## config.mk

```make
export PLATFORM = sky130hd
export DESIGN_NAME = jtag_scheduler
export DESIGN_NICKNAME = d
export VERILOG_FILES = /design/src/rtl/jtag_pkg.sv /design/src/rtl/jtag_scheduler_rr_arbiter.sv /design/src/rtl/jtag_scheduler.sv
export SDC_FILE = /design/constraint.sdc
export NUM_CORES = 1
export LEC_CHECK = 0
export ABC_CLOCK_PERIOD_IN_PS = 4100
export CAP_MARGIN = 20
export CORE_MARGIN = 1
export CORE_UTILIZATION = 51
export CTS_CLUSTER_SIZE = 12
export DETAILED_ROUTE_END_ITERATION = 8
export PLACE_DENSITY = 0.86
export SETUP_SLACK_MARGIN = 0.15
export SYNTH_ARGS = -nofsm -noshare
export SYNTH_HDL_FRONTEND = slang
export SYNTH_SLANG_ARGS = --single-unit
```

## constraint.sdc

```tcl
create_clock -name clk -period 4.1 [get_ports clk]
set_input_delay 1.23 -clock clk [delete_from_list [all_inputs] [get_ports clk]]
set_output_delay 1.23 -clock clk [all_outputs]
set_load 0.1 [all_outputs]
```

## src/rtl/jtag_pkg.sv

```systemverilog
// Shared definitions for the jtag shift engine and its transaction scheduler.
// The TAP constants are consumed by the engine; the scheduler uses the state enum and DR_WORDS.
package jtag_pkg;

  typedef enum logic [2:0] {
    S_INIT,
    S_IDLE,
    S_LOAD_IR,
    S_LOAD_DR,
    S_START,
    S_WAIT_BUSY,
    S_WAIT_DONE
  } sched_state_e;

  localparam int DR_WORDS = 4;

  localparam logic [3:0] RESET_TAP   = 4'h0;
  localparam logic [3:0] GO_SHIFT_IR = 4'h1;
  localparam logic [3:0] GO_SHIFT_DR = 4'h2;
  localparam logic [3:0] GO_EXIT     = 4'h3;

  // TCK = clk / TCK_DIV
  localparam int TCK_DIV = 4;

endpackage

```

## src/rtl/jtag_scheduler_rr_arbiter.sv

```systemverilog
// Round-robin arbiter: the search starts one past the last granted requester.
// The pointer only moves when the grant is actually taken.
module rr_arbiter #(
  parameter int N_REQ = 2
) (
  input  logic                     clk,
  input  logic                     rst_n,
  input  logic [N_REQ-1:0]         req,
  input  logic                     update,
  output logic [N_REQ-1:0]         grant,
  output logic [$clog2(N_REQ)-1:0] idx
);

  localparam int IDX_W = $clog2(N_REQ);

  logic [IDX_W-1:0] ptr;
  logic [IDX_W:0]   sum;
  logic [IDX_W-1:0] cand;
  logic             found;

  always_comb begin
    grant = '0;
    idx   = '0;
    found = 1'b0;
    sum   = '0;
    cand  = '0;
    for (int i = 0; i < N_REQ; i++) begin
      sum = {1'b0, ptr} + (IDX_W+1)'(i);
      if (sum >= (IDX_W+1)'(N_REQ)) sum = sum - (IDX_W+1)'(N_REQ);
      cand = sum[IDX_W-1:0];
      if (!found && req[cand]) begin
        found       = 1'b1;
        grant[cand] = 1'b1;
        idx         = cand;
      end
    end
  end

  always_ff @(posedge clk or negedge rst_n) begin
    if (!rst_n) begin
      ptr <= '0;
    end else if (update && found) begin
      ptr <= (idx == IDX_W'(N_REQ-1)) ? '0 : idx + 1'b1;
    end
  end

endmodule

```

## src/rtl/jtag_scheduler.sv

```systemverilog
// Arbitrates whole IR/DR transactions from N_REQ requesters, loads the jtag
// engine FIFOs, launches the engine and reports per-requester ack or err.
module jtag_scheduler #(
  parameter int N_REQ            = 2,
  parameter int DATA_INSTRUCTION = 6,
  parameter int DATA_FIFO        = 8,
  parameter int DR_WORDS         = jtag_pkg::DR_WORDS,
  parameter int BUSY_TIMEOUT     = 15
) (
  input  logic                              clk,
  input  logic                              rst_n,
  input  logic [N_REQ-1:0]                  req,
  input  logic [N_REQ-1:0]                  req_op,
  input  logic [N_REQ*DATA_INSTRUCTION-1:0] req_instr,
  input  logic [N_REQ*DATA_FIFO*DR_WORDS-1:0] req_data,
  output logic [N_REQ-1:0]                  ack,
  output logic [N_REQ-1:0]                  err,
  output logic                              op,
  output logic                              work,
  input  logic                              busy,
  output logic                              wr_instruction,
  output logic [DATA_INSTRUCTION-1:0]       wdata_instruction,
  input  logic                              full_instruction,
  output logic                              wr_data,
  output logic [DATA_FIFO-1:0]              wdata_data,
  input  logic                              full_data,
  output logic                              sched_busy
);

  import jtag_pkg::*;

  // state       | meaning
  // S_INIT      | engine running TAP reset, wait for busy=0
  // S_IDLE      | accept next grant
  // S_LOAD_IR   | write latched instruction into instruction FIFO
  // S_LOAD_DR   | write DR_WORDS data words, most significant first
  // S_START     | one-cycle work pulse
  // S_WAIT_BUSY | wait for engine to start, bounded by BUSY_TIMEOUT
  // S_WAIT_DONE | wait for engine to finish, no bound

  localparam int DR_W  = DATA_FIFO * DR_WORDS;
  localparam int IDX_W = $clog2(N_REQ);
  localparam int CNT_W = $clog2(DR_WORDS + 1);
  localparam int TMO_W = $clog2(BUSY_TIMEOUT + 1);

  sched_state_e state, state_nxt;

  logic [IDX_W-1:0]            idx_q, idx_nxt;
  logic                        op_lat, op_lat_nxt;
  logic [DR_W-1:0]             data_q, data_nxt;
  logic [CNT_W-1:0]            cnt_q, cnt_nxt;
  logic [TMO_W-1:0]            tmo_q, tmo_nxt;

  logic [N_REQ-1:0]            ack_q, ack_nxt;
  logic [N_REQ-1:0]            err_q, err_nxt;
  logic                        op_q, op_nxt;
  logic                        work_q, work_nxt;
  logic                        wr_ins_q, wr_ins_nxt;
  logic [DATA_INSTRUCTION-1:0] wdata_ins_q, wdata_ins_nxt;
  logic                        wr_dat_q, wr_dat_nxt;
  logic [DATA_FIFO-1:0]        wdata_dat_q, wdata_dat_nxt;
  logic                        sched_busy_q, sched_busy_nxt;

  logic [N_REQ-1:0]            grant;
  logic [IDX_W-1:0]            grant_idx;
  logic                        take;
  logic                        win_op;
  logic [DATA_INSTRUCTION-1:0] win_instr;
  logic [DR_W-1:0]             win_data;
  logic [DR_W-1:0]             shifted;

  rr_arbiter #(.N_REQ(N_REQ)) u_arb (
    .clk    (clk),
    .rst_n  (rst_n),
    .req    (req),
    .update (take),
    .grant  (grant),
    .idx    (grant_idx)
  );

  always_comb begin
    win_op    = 1'b0;
    win_instr = '0;
    win_data  = '0;
    for (int i = 0; i < N_REQ; i++) begin
      if (grant[i]) begin
        win_op    = win_op | req_op[i];
        win_instr = win_instr | req_instr[i*DATA_INSTRUCTION +: DATA_INSTRUCTION];
        win_data  = win_data | req_data[i*DR_W +: DR_W];
      end
    end
  end

  assign shifted = data_q << (DATA_FIFO * int'(cnt_q));

  // Output registers are loaded from next-state decode, so FIFO full is sampled
  // one cycle ahead of the write strobe it gates.
  always_comb begin
    state_nxt     = state;
    idx_nxt       = idx_q;
    op_lat_nxt    = op_lat;
    data_nxt      = data_q;
    cnt_nxt       = cnt_q;
    tmo_nxt       = tmo_q;
    ack_nxt       = '0;
    err_nxt       = '0;
    op_nxt        = op_q;
    work_nxt      = 1'b0;
    wr_ins_nxt    = 1'b0;
    wdata_ins_nxt = wdata_ins_q;
    wr_dat_nxt    = 1'b0;
    wdata_dat_nxt = wdata_dat_q;
    take          = 1'b0;

    case (state)
      S_INIT: begin
        if (!busy) state_nxt = S_IDLE;
      end
      S_IDLE: begin
        // requesters still hold req during the ack cycle
        if ((|req) && !(|ack_q)) begin
          take          = 1'b1;
          idx_nxt       = grant_idx;
          op_lat_nxt    = win_op;
          data_nxt      = win_data;
          wdata_ins_nxt = win_instr;
          if (win_op) begin
            state_nxt     = S_LOAD_DR;
            wr_dat_nxt    = !full_data;
            wdata_dat_nxt = win_data[DR_W-1 -: DATA_FIFO];
            cnt_nxt       = full_data ? '0 : CNT_W'(1);
          end else begin
            state_nxt  = S_LOAD_IR;
            wr_ins_nxt = !full_instruction;
          end
        end
      end
      S_LOAD_IR: begin
        if (wr_ins_q) begin
          state_nxt = S_START;
          work_nxt  = 1'b1;
          op_nxt    = op_lat;
          tmo_nxt   = TMO_W'(BUSY_TIMEOUT - 1);
        end else begin
          wr_ins_nxt = !full_instruction;
        end
      end
      S_LOAD_DR: begin
        if (cnt_q == CNT_W'(DR_WORDS)) begin
          state_nxt = S_START;
          work_nxt  = 1'b1;
          op_nxt    = op_lat;
          tmo_nxt   = TMO_W'(BUSY_TIMEOUT - 1);
        end else begin
          wr_dat_nxt    = !full_data;
          wdata_dat_nxt = shifted[DR_W-1 -: DATA_FIFO];
          if (!full_data) cnt_nxt = cnt_q + 1'b1;
        end
      end
      S_START: begin
        state_nxt = S_WAIT_BUSY;
        if (tmo_q != '0) tmo_nxt = tmo_q - 1'b1;
      end
      S_WAIT_BUSY: begin
        if (busy) begin
          state_nxt = S_WAIT_DONE;
        end else if (tmo_q == '0) begin
          err_nxt[idx_q] = 1'b1;
          state_nxt      = S_INIT;
        end else begin
          tmo_nxt = tmo_q - 1'b1;
        end
      end
      S_WAIT_DONE: begin
        if (!busy) begin
          ack_nxt[idx_q] = 1'b1;
          state_nxt      = S_IDLE;
        end
      end
      default: state_nxt = S_INIT;
    endcase

    sched_busy_nxt = (state_nxt != S_IDLE);
  end

  always_ff @(posedge clk or negedge rst_n) begin
    if (!rst_n) begin
      state        <= S_INIT;
      idx_q        <= '0;
      op_lat       <= 1'b0;
      data_q       <= '0;
      cnt_q        <= '0;
      tmo_q        <= '0;
      ack_q        <= '0;
      err_q        <= '0;
      op_q         <= 1'b0;
      work_q       <= 1'b0;
      wr_ins_q     <= 1'b0;
      wdata_ins_q  <= '0;
      wr_dat_q     <= 1'b0;
      wdata_dat_q  <= '0;
      sched_busy_q <= 1'b1;
    end else begin
      state        <= state_nxt;
      idx_q        <= idx_nxt;
      op_lat       <= op_lat_nxt;
      data_q       <= data_nxt;
      cnt_q        <= cnt_nxt;
      tmo_q        <= tmo_nxt;
      ack_q        <= ack_nxt;
      err_q        <= err_nxt;
      op_q         <= op_nxt;
      work_q       <= work_nxt;
      wr_ins_q     <= wr_ins_nxt;
      wdata_ins_q  <= wdata_ins_nxt;
      wr_dat_q     <= wr_dat_nxt;
      wdata_dat_q  <= wdata_dat_nxt;
      sched_busy_q <= sched_busy_nxt;
    end
  end

  assign ack               = ack_q;
  assign err               = err_q;
  assign op                = op_q;
  assign work              = work_q;
  assign wr_instruction    = wr_ins_q;
  assign wdata_instruction = wdata_ins_q;
  assign wr_data           = wr_dat_q;
  assign wdata_data        = wdata_dat_q;
  assign sched_busy        = sched_busy_q;

endmodule

```

==> results by group <==
Logic synthesis
  • Flip-flop and latch count after synthesis: 68
  • Per-instance average area after synthesis: 11.7 µm²
  • Yosys warning total: 0
  • Cell area after synthesis: 3570 µm²
  • Mapped Cells: 304
  • Net count after synthesis: 392
  • Distinct cells, synth: 57
  • Fraction of post-synthesis cell area in the top cell type by area: 47.0%
  • Dominant register cell in the synthesized netlist: dfrtp_1
  • Sequential fraction of the synthesis area: 47.7%
  • Proportion of synthesized flip-flops having asynchronous set or reset: 100%
  • Post-synth EDFFs: 0
  • Largest area contributor in the netlist: dfrtp_1
  • Largest cells by area after synthesis: dfrtp_1 (47%), a221o_1 (8.4%), and3_1 (6.0%)

Placed design
  • Count of port buffers added during placement: 107
  • RD Place Congestion: 0.936
  • Placed wire-length estimate: 6510 µm
  • Placed Area: 4580 µm²

Critical path
  • Critical Path AT: 1920 ps
  • Critical path startpoint category: flop
  • Startpoint of the worst register-to-register path: cnt_q[0]
  • Cell-by-cell trace of the critical path: clkdlybuf4s50_1
  • Worst-path cell with the longest stage delay: clkdlybuf4s50_1
  • Endpoint kind of the worst setup timing path: output pin
  • Largest stage delay on the critical path: 1160 ps
  • Worst Path Max Fanout: 4
  • Setup Crit Path Kind: reg -> out
  • Worst setup path startpoint: wr_instruction
  • Total buffers and inverters traversed by the critical path: 1
  • Dominant delay contributor by cell family on the critical path: buffers and inverters
  • Required time at the worst-slack endpoint: 2870 ps

Finish
  • Number of fill cells in the layout: 500
  • Share of the core filled with cells in the final layout: 70.3%
  • Share of final-layout standard cells stronger than drive strength 1: 12.8%
  • Finished Cell Area: 4780 µm²
  • Footprint of the flip-flops and latches: 1700 µm²
  • Layout Area Growth over Synthesis: 33.9%
  • Final #Nets: 489
  • Total inserted antenna cells: 0
  • Multi-input combinational cell area: 1600 µm²

Routing
  • Average wire per standard cell: 18.4 µm
  • Ratio of routed vias to standard cells: 5.81
  • Number of iterations in the first detailed-routing pass: 5
  • Antenna Nets Post-Route: 0
  • Vias: 2,919
  • Total wire length: 9230 µm
  • Remaining design rule violation count: 0
  • Starting DRT DRC Count: 211

STA
  • Period utilization: 76.8%
  • Minimum clock period: 3150 ps
  • Fin. Hold Viols: 0
  • Worst relative slew slack: 34.3%
  • RSZ-0062 raised after global routing: false
  • Transition time of the tightest slew-check pin: 983 ps
  • Final worst hold slack: 498 ps
  • Maximum operating frequency: 318 MHz
  • Fin. max-slew vios: 0
  • Number of setup violations in the final report: 0
  • Summed negative setup slack over all endpoints: 0 ps
  • Post-route clock skew: 10.1 ps

Global routing
  • GR Overflow Total: 0
  • Maximum number of pins on one net before global-route repair: 48
  • Total routing resource utilization after global routing: 26.7%
  • Antenna violations before repair: 0
  • Wire length of the first global-routing pass: 15,000 µm
  • Vias in the first global route: 2,930

CTS
  • Number of buffers inserted to repair setup after CTS: 0
  • TritonCTS buffer count: 9
  • Clock-pin slew of the registers on the worst-case setup and hold paths: 70 ps
  • Cell at the root of the clock tree: clkbuf_8
  • Number of cells upsized or downsized after cts: 0
  • Num Clock Sinks: 68
  • Clk Latency, worst-skew pair: 340 ps
  • Deepest clock path buffer count: 2
  • Number of H-tree branching levels: 3
  • Number of buffers added to fix hold violations after cts: 0
  • CTS tree: built

Floorplanning
  • Initial core utilization: 52.5%
  • Ports: 108
  • Die X: 85.7 µm
  • Die Span Y: 85.7 µm
  • Site Rows: 30
  • Core region area: 6790 µm²
  • Die Area: 7340 µm²

Pwr
  • Leakage power total: 2.09 nW
  • Max rail drop VDD: 446 µV
  • Ratio of total power to cell area: 724 nW/µm²
  • Tot Pwr: 3.46 mW

Min path
  • Hold path startpoint: data_q[28]
  • Min-Delay Path Class: reg -> reg

Job
  • Maxcap violations: 0

Status
  • Outcome: finished, final reports clean
[report_power, final]
part	internal [mW]	switching (mW)	total [mW]
Combinational	0.666	1.04	1.70
Clock	0.312	0.254	0.566
Sequential	0.934	0.255	1.19
Total	1.91	1.55	3.46
[synth_stat cells, drive strengths merged, types with 2 or more instances]
| cell type | instances |
|---|---|
| dfrtp | 67 |
| and3 | 35 |
| a221o | 30 |
| nand2 | 24 |
| buf | 17 |
| inv | 16 |
| o21ai | 14 |
| a32oi | 9 |
| nor2 | 9 |
| mux4 | 8 |
| o221ai | 8 |
| clkbuf | 7 |
| nand2b | 6 |
| nor3b | 5 |
| a21oi | 4 |
| nand3 | 4 |
| ha | 3 |
| nor2b | 3 |
| nor3 | 3 |
| o211ai | 3 |
| a21boi | 2 |
| a21o | 2 |
| and2b | 2 |
| nor4 | 2 |
| o21a | 2 |
| or3b | 2 |
[cell type report]
cell class / count / area share [%]
Clock buffer: 12 / 3.25
Clock inverter: 4 / 0.995
Inverter: 16 / 1.26
Multi-Input combinational cell: 195 / 33.5
Sequential cell: 68 / 35.6
Tap cell: 96 / 2.51
Timing Repair Buffer: 111 / 22.9
[logic make-up (layout without fill, tap and decap cells)]
logic type,count (synthesis),in the layout,share of synthesized area [%]
adder cells (fa/ha/maj),3,3,1.05
multiplexers,10,10,5.64
flip-flops,68,68,47.7
buffers and inverters,41,143,7.82
AND/OR/NAND/NOR,100,100,16.5
XOR/XNOR,1,1,0.245
AO/OA/AOI/OAI,81,81,21.0
[cells in the final DEF, fill, tap and decap left out, drive strengths merged, types with 3 or more instances in the layout]
| cell type | count |
|---|---|
| a21oi | 4 |
| a221o | 30 |
| a32oi | 9 |
| and3 | 35 |
| buf | 6 |
| clkbuf | 12 |
| clkdlybuf4s50 | 105 |
| dfrtp | 67 |
| ha | 3 |
| inv | 16 |
| mux4 | 8 |
| nand2 | 24 |
| nand2b | 6 |
| nand3 | 4 |
| nor2 | 9 |
| nor2b | 3 |
| nor3 | 3 |
| nor3b | 5 |
| o211ai | 3 |
| o21ai | 14 |
| o221ai | 8 |
[worst min-delay path, stage by stage (launching register included)]
cell,delay [ps]
dfrtp_1,340
nand2_1,50
o21ai_1,70
[final timing paths]
kind	cells past startpoint	to	slack, ps
worst max register to register	5	op	1820
worst max-delay path	1	wr_instruction	950
min in group asynchronous	1	cnt_q[2]	980
max in group asynchronous	2	sched_busy	2330
worst min register to register	2	data_q[28]	500
worst min-delay path	2	data_q[28]	500
[metal layers]
layer	track usage, %	vias up	part of all wire (%)
met5	0	-	0
met4	11.4	0	2.2
met3	4.43	17	5.6
met2	44.1	110	51
met1	35.1	1430	41
li1	-	1362	-
[through the flow]
stage / worst slack (ps) / std cells
finish: 951 / 502
global route: 861 / 502
CTS: 949 / 502
detailed placement: 654 / 486
global placement: 708 / 486
floorplan: 1800 / 304
[sequential cells by signal, summed over array words and instances, names as in the netlist]
name and flops:
sched_busy 1, err 2, cnt_q 3, wdata_instruction 6, data_q 32, wr_data 1
op_lat 1, idx_q 1, tmo_q 4, wdata_data 8, ack 2, u_arb.ptr 1
work 1, state 3, wr_instruction 1, op 1
No activity file was read; power rests on OpenSTA's default activity.
